## config.mk

```make
export PLATFORM = sky130hd
export DESIGN_NAME = bpm_beat_tracker
export DESIGN_NICKNAME = d
export VERILOG_FILES = /design/src/rtl/bpm_beat_tracker_pkg.sv /design/src/rtl/bpm_beat_tracker_phase_acc.sv /design/src/rtl/bpm_beat_tracker.sv
export SDC_FILE = /design/constraint.sdc
export NUM_CORES = 1
export LEC_CHECK = 0
export BUFFER_PORTS_ARGS = -buffer_cell sky130_fd_sc_hd__buf_2
export CORE_UTILIZATION = 40
export DETAILED_ROUTE_END_ITERATION = 16
export GPL_TIMING_DRIVEN = 1
export PLACE_DENSITY = 0.57
export SYNTH_ARGS = -nofsm -noshare
export SYNTH_HDL_FRONTEND = slang
export SYNTH_HIERARCHICAL = 1
export SYNTH_SLANG_ARGS = --single-unit
```

## constraint.sdc

```tcl
create_clock -name clk -period 4.9 [get_ports clk]
set_input_delay 0.98 -clock clk [delete_from_list [all_inputs] [get_ports clk]]
set_output_delay 0.98 -clock clk [all_outputs]
set_load 0.01 [all_outputs]
```

## src/rtl/bpm_beat_tracker_pkg.sv

```systemverilog
// Shared types and constants for the BPM beat tracker: lock states, Q-format
// of the smoothed tempo, and the phase increment per BPM.
package bpm_beat_tracker_pkg;

  typedef enum logic [1:0] {
    IDLE    = 2'd0,
    ACQUIRE = 2'd1,
    LOCKED  = 2'd2
  } state_e;

  localparam int FRAC_BITS = 8;

  // round(2^phase_w / (60 * clk_hz)): phase advance per cycle for 1 BPM
  function automatic logic [63:0] inc_per_bpm(input int clk_hz, input int phase_w);
    logic [63:0] den;
    den = 64'(60) * 64'(clk_hz);
    return ((64'd1 << phase_w) + (den >> 1)) / den;
  endfunction

endpackage

```

## src/rtl/bpm_beat_tracker_phase_acc.sv

```systemverilog
// Tempo phase accumulator: one wrap per beat, onset resync while locked,
// registered beat tick, beat phase and 4/4 beat index.
module bpm_beat_tracker_phase_acc
  import bpm_beat_tracker_pkg::*;
#(
  parameter int CLK_HZ  = 50_000_000,
  parameter int PHASE_W = 40
) (
  input  logic        clk_i,
  input  logic        rst_ni,
  input  logic        run_i,
  input  logic        locked_i,
  input  logic        onset_i,
  input  logic [15:0] bpm_i,
  output logic        tick_o,
  output logic [7:0]  phase_o,
  output logic [1:0]  count_o
);

  localparam logic [PHASE_W-1:0] INC_PER_BPM = PHASE_W'(inc_per_bpm(CLK_HZ, PHASE_W));

  logic [PHASE_W-1:0] acc_q, acc_d, inc_q;
  logic [PHASE_W:0]   sum;
  logic [7:0]         phase;
  logic               tick_q, tick_d;
  logic [1:0]         count_q;
  logic               early, late, resync;

  always_comb begin
    sum    = {1'b0, acc_q} + {1'b0, inc_q};
    phase  = acc_q[PHASE_W-1 -: 8];
    early  = phase >= 8'hC0;
    late   = phase < 8'h40;
    // a wrap coinciding with an onset still yields one tick and a clean restart
    resync = locked_i && onset_i && (early || late || sum[PHASE_W]);
    tick_d = 1'b0;
    acc_d  = '0;
    if (run_i) begin
      tick_d = sum[PHASE_W] || (locked_i && onset_i && early);
      acc_d  = resync ? '0 : sum[PHASE_W-1:0];
    end
  end

  always_ff @(posedge clk_i or negedge rst_ni) begin
    if (!rst_ni) begin
      acc_q   <= '0;
      inc_q   <= '0;
      tick_q  <= 1'b0;
      count_q <= '0;
    end else begin
      acc_q   <= acc_d;
      inc_q   <= {{(PHASE_W-16){1'b0}}, bpm_i} * INC_PER_BPM;
      tick_q  <= tick_d;
      count_q <= count_q + {1'b0, tick_d};
    end
  end

  assign tick_o  = tick_q;
  assign phase_o = phase;
  assign count_o = count_q;

endmodule

```

## src/rtl/bpm_beat_tracker.sv

```systemverilog
// Filters raw BPM estimates (range check + EMA), tracks lock, and drives the
// beat phase accumulator that produces the metronome-stable beat tick.
//   state   | meaning
//   IDLE    | no accepted estimate since reset, accumulator held at 0
//   ACQUIRE | counting consecutive agreeing estimates toward lock
//   LOCKED  | tempo trusted, onsets resync the beat phase
module bpm_beat_tracker
  import bpm_beat_tracker_pkg::*;
#(
  parameter int CLK_HZ     = 50_000_000,
  parameter int BPM_MIN    = 60,
  parameter int BPM_MAX    = 200,
  parameter int EMA_SHIFT  = 2,
  parameter int TOL_BPM    = 6,
  parameter int LOCK_COUNT = 4,
  parameter int PHASE_W    = 40
) (
  input  logic        clk,
  input  logic        reset,
  input  logic [15:0] bpm_in,
  input  logic        bpm_valid,
  input  logic        onset_pulse,
  output logic [15:0] bpm_out,
  output logic        bpm_locked,
  output logic        beat_tick,
  output logic [7:0]  beat_phase,
  output logic [1:0]  beat_count,
  output logic [7:0]  reject_cnt
);

  state_e              state_q, state_d;
  logic [23:0]         bpm_s_q, bpm_s_d;
  logic [15:0]         bpm_out_q;
  logic [7:0]          agree_q, agree_d, miss_q, miss_d;
  logic [7:0]          reject_q, reject_d;
  logic                locked_q;
  logic                in_range, accept, agree;
  logic [16:0]         diff_bpm, abs_bpm;
  logic [23:0]         load_s, ema_s;
  logic signed [24:0]  ema_diff;

  always_comb begin
    in_range = (bpm_in >= 16'(BPM_MIN)) && (bpm_in <= 16'(BPM_MAX));
    accept   = bpm_valid && in_range;
    diff_bpm = {1'b0, bpm_in} - {1'b0, bpm_out_q};
    abs_bpm  = diff_bpm[16] ? -diff_bpm : diff_bpm;
    agree    = abs_bpm <= 17'(TOL_BPM);
    load_s   = 24'(bpm_in) << FRAC_BITS;
    ema_diff = $signed({1'b0, load_s}) - $signed({1'b0, bpm_s_q});
    ema_s    = bpm_s_q + 24'(ema_diff >>> EMA_SHIFT);
    reject_d = (bpm_valid && !in_range && reject_q != 8'hFF) ? reject_q + 8'd1 : reject_q;
  end

  always_comb begin
    state_d = state_q;
    bpm_s_d = bpm_s_q;
    agree_d = agree_q;
    miss_d  = miss_q;
    if (accept) begin
      unique case (state_q)
        IDLE: begin
          state_d = ACQUIRE;
          bpm_s_d = load_s;
          agree_d = '0;
          miss_d  = '0;
        end
        ACQUIRE: begin
          if (agree) begin
            bpm_s_d = ema_s;
            if (agree_q + 8'd1 == 8'(LOCK_COUNT)) begin
              state_d = LOCKED;
              agree_d = '0;
              miss_d  = '0;
            end else begin
              agree_d = agree_q + 8'd1;
            end
          end else begin
            agree_d = '0;
            bpm_s_d = load_s;
          end
        end
        LOCKED: begin
          if (agree) begin
            miss_d  = '0;
            bpm_s_d = ema_s;
          end else if (miss_q + 8'd1 == 8'(LOCK_COUNT)) begin
            state_d = ACQUIRE;
            miss_d  = '0;
            agree_d = '0;
            bpm_s_d = load_s;
          end else begin
            miss_d  = miss_q + 8'd1;
            bpm_s_d = ema_s;
          end
        end
        default: state_d = IDLE;
      endcase
    end
  end

  always_ff @(posedge clk or negedge reset) begin
    if (!reset) begin
      state_q   <= IDLE;
      bpm_s_q   <= '0;
      bpm_out_q <= '0;
      agree_q   <= '0;
      miss_q    <= '0;
      reject_q  <= '0;
      locked_q  <= 1'b0;
    end else begin
      state_q   <= state_d;
      bpm_s_q   <= bpm_s_d;
      bpm_out_q <= 16'((bpm_s_d + 24'h80) >> FRAC_BITS);
      agree_q   <= agree_d;
      miss_q    <= miss_d;
      reject_q  <= reject_d;
      locked_q  <= (state_d == LOCKED);
    end
  end

  bpm_beat_tracker_phase_acc #(
    .CLK_HZ (CLK_HZ),
    .PHASE_W(PHASE_W)
  ) u_phase_acc (
    .clk_i   (clk),
    .rst_ni  (reset),
    .run_i   (state_q != IDLE),
    .locked_i(state_q == LOCKED),
    .onset_i (onset_pulse),
    .bpm_i   (bpm_out_q),
    .tick_o  (beat_tick),
    .phase_o (beat_phase),
    .count_o (beat_count)
  );

  assign bpm_out    = bpm_out_q;
  assign bpm_locked = locked_q;
  assign reject_cnt = reject_q;

endmodule
```

# Word-level counts from Yosys, hierarchy flattened
# Cells that the tools add are included.
[totals] regBits=135 output_inout_bits=36
[op_classes] add_sub_neg=10 n_mul=1 magnitude_cmp=5 eq_ne=10 mux=25 reduce_logical=16
[op_table] cell="$mux 24" count=4
[op_table] cell="$mux 40" count=2
[op_table] cell="$pmux 24 s3" count=1
[op_table] cell="$mux 8" count=8
[op_table] cell="$pmux 8 s3" count=2
[op_table] cell="$add 40x25->41" count=1
[op_table] cell="$mul 16x9->25 const B" count=1
[op_table] cell="$sub 24x24->25" count=1
[op_table] cell="$add 24x24->24" count=1
[op_table] cell="$add 24x8->24 const B" count=1
[op_table] cell="$add 8x1->8 const B" count=3
[op_table] cell="$le 17x3->1 const B" count=1
[op_table] cell="$mux 17" count=1
[op_table] cell="$neg 17->17" count=1
[op_table] cell="$sub 16x16->17" count=1
[op_table] cell="$eq 8x3->1 const B" count=2
[op_table] cell="$ge 16x6->1 const B" count=1
[op_table] cell="$le 16x8->1 const B" count=1
[op_table] cell="$mux 2" count=5
[op_table] cell="$ge 8x8->1 const B" count=1
[op_table] cell="$lt 8x7->1 const B" count=1
[op_table] cell="$ne 2x2->1 const B" count=4
[op_table] cell="$ne 8x8->1 const B" count=1
[op_table] cell="$reduce_and 4->1" count=2
[op_table] cell="11 further kinds" count=20

# Logic depth before layout (Yosys ltp)
[depth] word_depth=8 ltp_mapped=23 ltp_nobuf=22

# Cells and area by module
# The synthesis kept the hierarchy.
[by_module_without_submodules] mod="bpm_beat_tracker" n_inst=1 cells_each=856 area_each_um2=7064.3 seq_area_each_um2=1676.6
[by_module_without_submodules] mod="bpm_beat_tracker_phase_acc" n_inst=1 cells_each=711 area_each_um2=6815.3 seq_area_each_um2=1701.6

# Worst setup path before layout
# No wires, ideal clock.
[synth_path] path_kind="input to register" from="input port bpm_in[0]" to="register bpm_out_q[15], in the netlist bpm_out[15]" arrival_ns=5.517 required_time_ns=4.774 slack_ns=-0.742 cell_stages=21 n_path_buf=0 path_cell_list="inv_1 ha_1 fa_1 nand2b_1 a21oi_1 o21ai_1 xnor2_1 a221o_1 and4_1 a21oi_1 o31ai_2 and2_1 nand4_1 a211oi_1 or2_2 ha_1 nand4_1 mux2i_1 and4b_1 nand4_1 xnor2_1"
[synth_between] elab_chain_len=8 elab_cells_between_ends=16 classes_between="add/sub: 5; order compare: 3; mux: 6; reduce/logical: 2"
[synth_rtl] item="start: declaration" line="bpm_beat_tracker.sv:20" source="input logic [15:0] bpm_in,"
[synth_rtl] item="$sub 16x16->17" line="bpm_beat_tracker.sv:45" source="diff_bpm = {1'b0, bpm_in} - {1'b0, bpm_out_q};"
[synth_rtl] item="$neg 17->17" line="bpm_beat_tracker.sv:46" source="abs_bpm = diff_bpm[16] ? -diff_bpm : diff_bpm;"
[synth_rtl] item="$mux 17" line="bpm_beat_tracker.sv:46"
[synth_rtl] item="$le 17x3->1" line="bpm_beat_tracker.sv:47" source="agree = abs_bpm <= 17'(TOL_BPM);"
[synth_rtl] item="$mux 24, on equally long branches" line="bpm_beat_tracker.sv:83, bpm_beat_tracker.sv:68"
[synth_rtl] item="$pmux 24 s3" line="bpm_beat_tracker.sv:60" source="unique case (state_q)"
[synth_rtl] item="$mux 24 *" line="bpm_beat_tracker.sv:59" source="if (accept) begin"
[synth_rtl] item="net bpm_s_d[8]" line="bpm_beat_tracker.sv:32" source="logic [23:0] bpm_s_q, bpm_s_d;"
[synth_rtl] item="$add 24x8->24 *" line="bpm_beat_tracker.sv:113" source="bpm_out_q <= 16'((bpm_s_d + 24'h80) >> FRAC_BITS);"
[synth_rtl] item="end signal: assignment" line="bpm_beat_tracker.sv:113"
[synth_rtl] item="end: declaration" line="bpm_beat_tracker.sv:33" source="logic [15:0] bpm_out_q;"
# Mark *: on every way through the listed nets, which the timed path passes. The rest lies on a longest branch.
# A chain may end at the register's enable or synchronous reset.

# Final worst setup path
# Ends and elaborated chain as after synthesis.

==> reports/metrics.cfg <==
[outcome]
status = finished, violations left
violations = negative setup slack

[yosys]
synthesis.yosys.warnings = 6
synth_cell_type_count = 99
synth_edf_count = 0
ys_ff_latch = 135
syn_nets = 1806
netlist_instances = 1567
synthArstFlopShare_pct = 100
synth_area_leaders = dfrtp_1, ha_1, fa_1, xnor2_1, inv_1
synth.top_cell.area_share_pct = 24.3
synth.avg_cell_area_um2 = 8.86
synth_top_area_cell = dfrtp_1
synth_area_um2 = 13900
ys.flop_type = dfrtp_1
seq_area_frac_synth_pct = 24.3

[worst_setup_path]
cp_common_cell = nand4_1
endpoint_kind = flop
slowest_delay_ns = 0.47
crit_path_cell_trace = buf_8 > inv_8 > ha_4 > fa_2 > nand2b_4 > a21oi_4 > o21ai_4 > o2bb2ai_4 > a221o_2 > buf_4 > and4_4 > nand4b_1 > o31ai_4 > and2_4 > nand4_1 > a211oi_2 > or2_4 > ha_4 > nand4_1 > mux2i_1 > and4b_1 > nand4_1 > xnor2_1
start_kind = input port
cp.arrival_ns = 5.40
cp_slowest_cell = a221o_2
r2r-start = bpm_out[4]
crit_start = bpm_in[0]
critPathMaxFanout = 6
worstPathRequired_ns = 5.22
path_class = in -> reg

[timing]
clock.fmax_ghz = 0.197
setup_ws_ns = -0.174
hold_viol_final = 0
fin_skew_ns = 0.0130
whs_ns = 0.475
fin_crit_sh_pct = 104
rsz0062_at_grt = true
fin_crit_ns = 5.07
final-max-slew-violation-count = 0
slew_headroom_pct = 31.2
setup_viol = 11
tightest_slew_ns = 1.03

[clock_network]
cts_hold_buf = 0
clk_pin_slew_ns = 0.06
cts_root_buf = clkbuf_16
cts_tree = built
insertion_delay_ns = 0.44
cts_max_path_buffers = 2
cts_sinks = 135
numCtsBuffers = 17
cts_max_level = 4

[global_routing]
grt_pass1_wl_um = 60900
grt_usage_pct = 21.4
grt_pass1_vias = 12300
grt_max_degree = 104
grt.overflow.total = 0
antenna_found_initial = 0

[power_and_ir_drop]
leakage_nw = 8.63
vdd_ir_drop_max_mv = 0.287
power_w = 0.00695
p_seq_share_pct = 20.2
switching_power_w = 0.00294
p_comb_share_pct = 61.8
power_switching_share_pct = 42.4
p_int_w = 0.00401
clkPwrFrac_pct = 18.0
p_per_area_nw_per_um2 = 388

[min_path]
min_from = u_phase_acc/count_o[1]
hold_class = reg -> reg

[drt]
num_vias = 12400
wl_um = 37400
drc = 0
avgRoutedWirePerCell_um = 16.0
drtAntennaViolNets = 0
drt_iter0_markers = 525
dr.pass1.iters = 5
vias_per_cell = 5.30

[die]
io_pins = 56
rows = 67
die_h_um = 188
die_w_um = 188
core_um2 = 33900
die_area_um2 = 35400
start_util_pct = 41.0

[cells_and_area]
diodes = 0
area_growth_pct = 29.0
final_layout_size_suffix_gt1_share_pct = 26.9
final_nets = 2117
fill_cells = 3177

[placement]
dp_hpwl_um = 30000
place.gp.congestion = 0.862
port-buffer-count = 55

[job]
drv_cap = 0

## critical path: cells and delay by family
family | cells | cell delay [ns]
AOI/OAI and AO/OA | 6 | 1.41
xor gates and xnor gates | 1 | 0.15
adders and majority gates | 3 | 0.68
buffers and inverters | 3 | 0.31
muxes | 1 | 0.21
and+or+nand+nor | 9 | 1.64
## final timing paths
path / endpoint / slack [ns] / cells after the start
worst min register to register: u_phase_acc/count_o[1] / 0.47 / 1
worst max register to register: bpm_out[15] / -0.01 / 20
max in group asynchronous: bpm_out[8] / 3.21 / 2
worst max-delay path: bpm_out[15] / -0.17 / 23
min in group asynchronous: u_phase_acc/acc_q[33] / 0.64 / 1
worst min-delay path: u_phase_acc/count_o[1] / 0.47 / 1
## through the flow
stage          std cells  TNS [ns]  utilization [%]  area, µm²  worst slack [ns]
6_report            2339    -0.904             52.9      17900            -0.174
5_1_grt             2339     -3.21             52.9      17900            -0.353
4_1_cts             2328    -0.117             51.2      17400           -0.0687
3_5_place_dp        2282    -20.58             48.9      16600            -0.814
3_3_place_gp        2282    -16.48             48.9      16600            -0.733
2_1_floorplan       1567     -1.37                -      14100            -0.379
## per-layer routing
metal  global-route usage [%]  wire, µm  vias to the layer above
met5                        0         0                        -
met4                     5.50       663                        0
li1                         -         -                     6182
met1                     28.0     17400                     6013
met3                     3.13      1050                       36
met2                     36.6     18300                      172
## what timing repair did
item / in CTS / in global routing
pin swaps: 23 / 54
buffers inserted: 14 / 14
gates resized for setup: 24 / 98
setup endpoints to repair: 20 / 32
## cells in the final DEF (no fill, tap or decap), types with 7 or more instances in the layout
cell / Yosys / final
a21oi_1: 99 / 89
a31oi_1: 13 / 10
or3_1: 17 / 16
o31ai_1: 14 / 10
nand2_1: 113 / 113
ha_1: 162 / 150
nand3_1: 39 / 37
buf_4: 8 / 265
nand2b_1: 16 / 15
nor2b_1: 18 / 16
o21bai_1: 9 / 8
a21oi_2: 0 / 8
nor3_1: 39 / 35
and2_1: 19 / 17
and3_1: 21 / 20
a21o_1: 36 / 36
nor4_1: 19 / 15
xnor2_1: 84 / 79
o21ai_0: 86 / 79
ha_4: 0 / 10
inv_1: 163 / 157
o21ai_1: 10 / 10
a211oi_1: 14 / 10
dfrtp_1: 135 / 133
buf_2: 6 / 53
o211ai_1: 7 / 7
nor2_1: 99 / 97
clkbuf_16: 0 / 17
nand4_1: 19 / 19
xor2_1: 58 / 54
o21ai_2: 3 / 7
fa_1: 57 / 55
o21a_1: 21 / 20
## Yosys cell counts (5+ instances only)
cell type,n
o21a_1,21
nand2_1,113
nor2b_1,18
a21o_1,36
and3_1,21
a21oi_1,99
ha_1,162
nand3_1,39
o21ai_1,10
and2_1,19
o21ai_0,86
mux2i_1,7
nand2b_1,16
o31ai_1,14
clkbuf_1,16
nor2_1,99
nor3_1,39
xor2_1,58
o2111ai_1,6
buf_4,8
or3_1,17
a211oi_1,14
nor3b_1,5
nor4_1,19
xnor2_1,84
buf_2,6
a31oi_1,13
fa_1,57
nand4_1,19
o21bai_1,9
dfrtp_1,135
o22ai_1,5
inv_1,163
and4_1,9
o211ai_1,7
o31a_1,6
## registers in the layout (all words and copies together), names as in the netlist, 8 cells and up
name	flops
bpm_out	16
miss_q	8
reject_cnt	8
u_phase_acc/inc_q	25
agree_q	8
bpm_s_q	24
u_phase_acc/acc_q	40
## logic make-up after synthesis
kind of cell / share of synthesized area, %
buf+inv: 5.87
mux: 0.667
flops: 24.3
xor+xnor: 8.96
compound gates: 20.1
simple gates: 17.2
fa+ha+maj: 22.8
## power by group through the flow
| stage | sequential [W] | clock (W) | combinational, W |
|---|---|---|---|
| 2_1_floorplan | 0.00142 | 0 | 0.00294 |
| 3_3_place_gp | 0.00142 | 0 | 0.00396 |
| 3_5_place_dp | 0.00142 | 0 | 0.00402 |
| 4_1_cts | 0.00141 | 0.00130 | 0.00408 |
| 5_1_grt | 0.00142 | 0.00134 | 0.00487 |
| 6_report | 0.00140 | 0.00125 | 0.00430 |
## cell type report
class | instances | area (µm²) | area share (%)
multi-input cells | 1233 | 10400 | 58.0
flip-flops and latches | 135 | 3380 | 18.9
clock inverters | 13 | 125 | 0.699
well taps | 448 | 561 | 3.13
repair buffers | 327 | 2370 | 13.3
inverters | 164 | 629 | 3.52
clock buffers | 19 | 443 | 2.47
(Power assumes the default switching activity.)
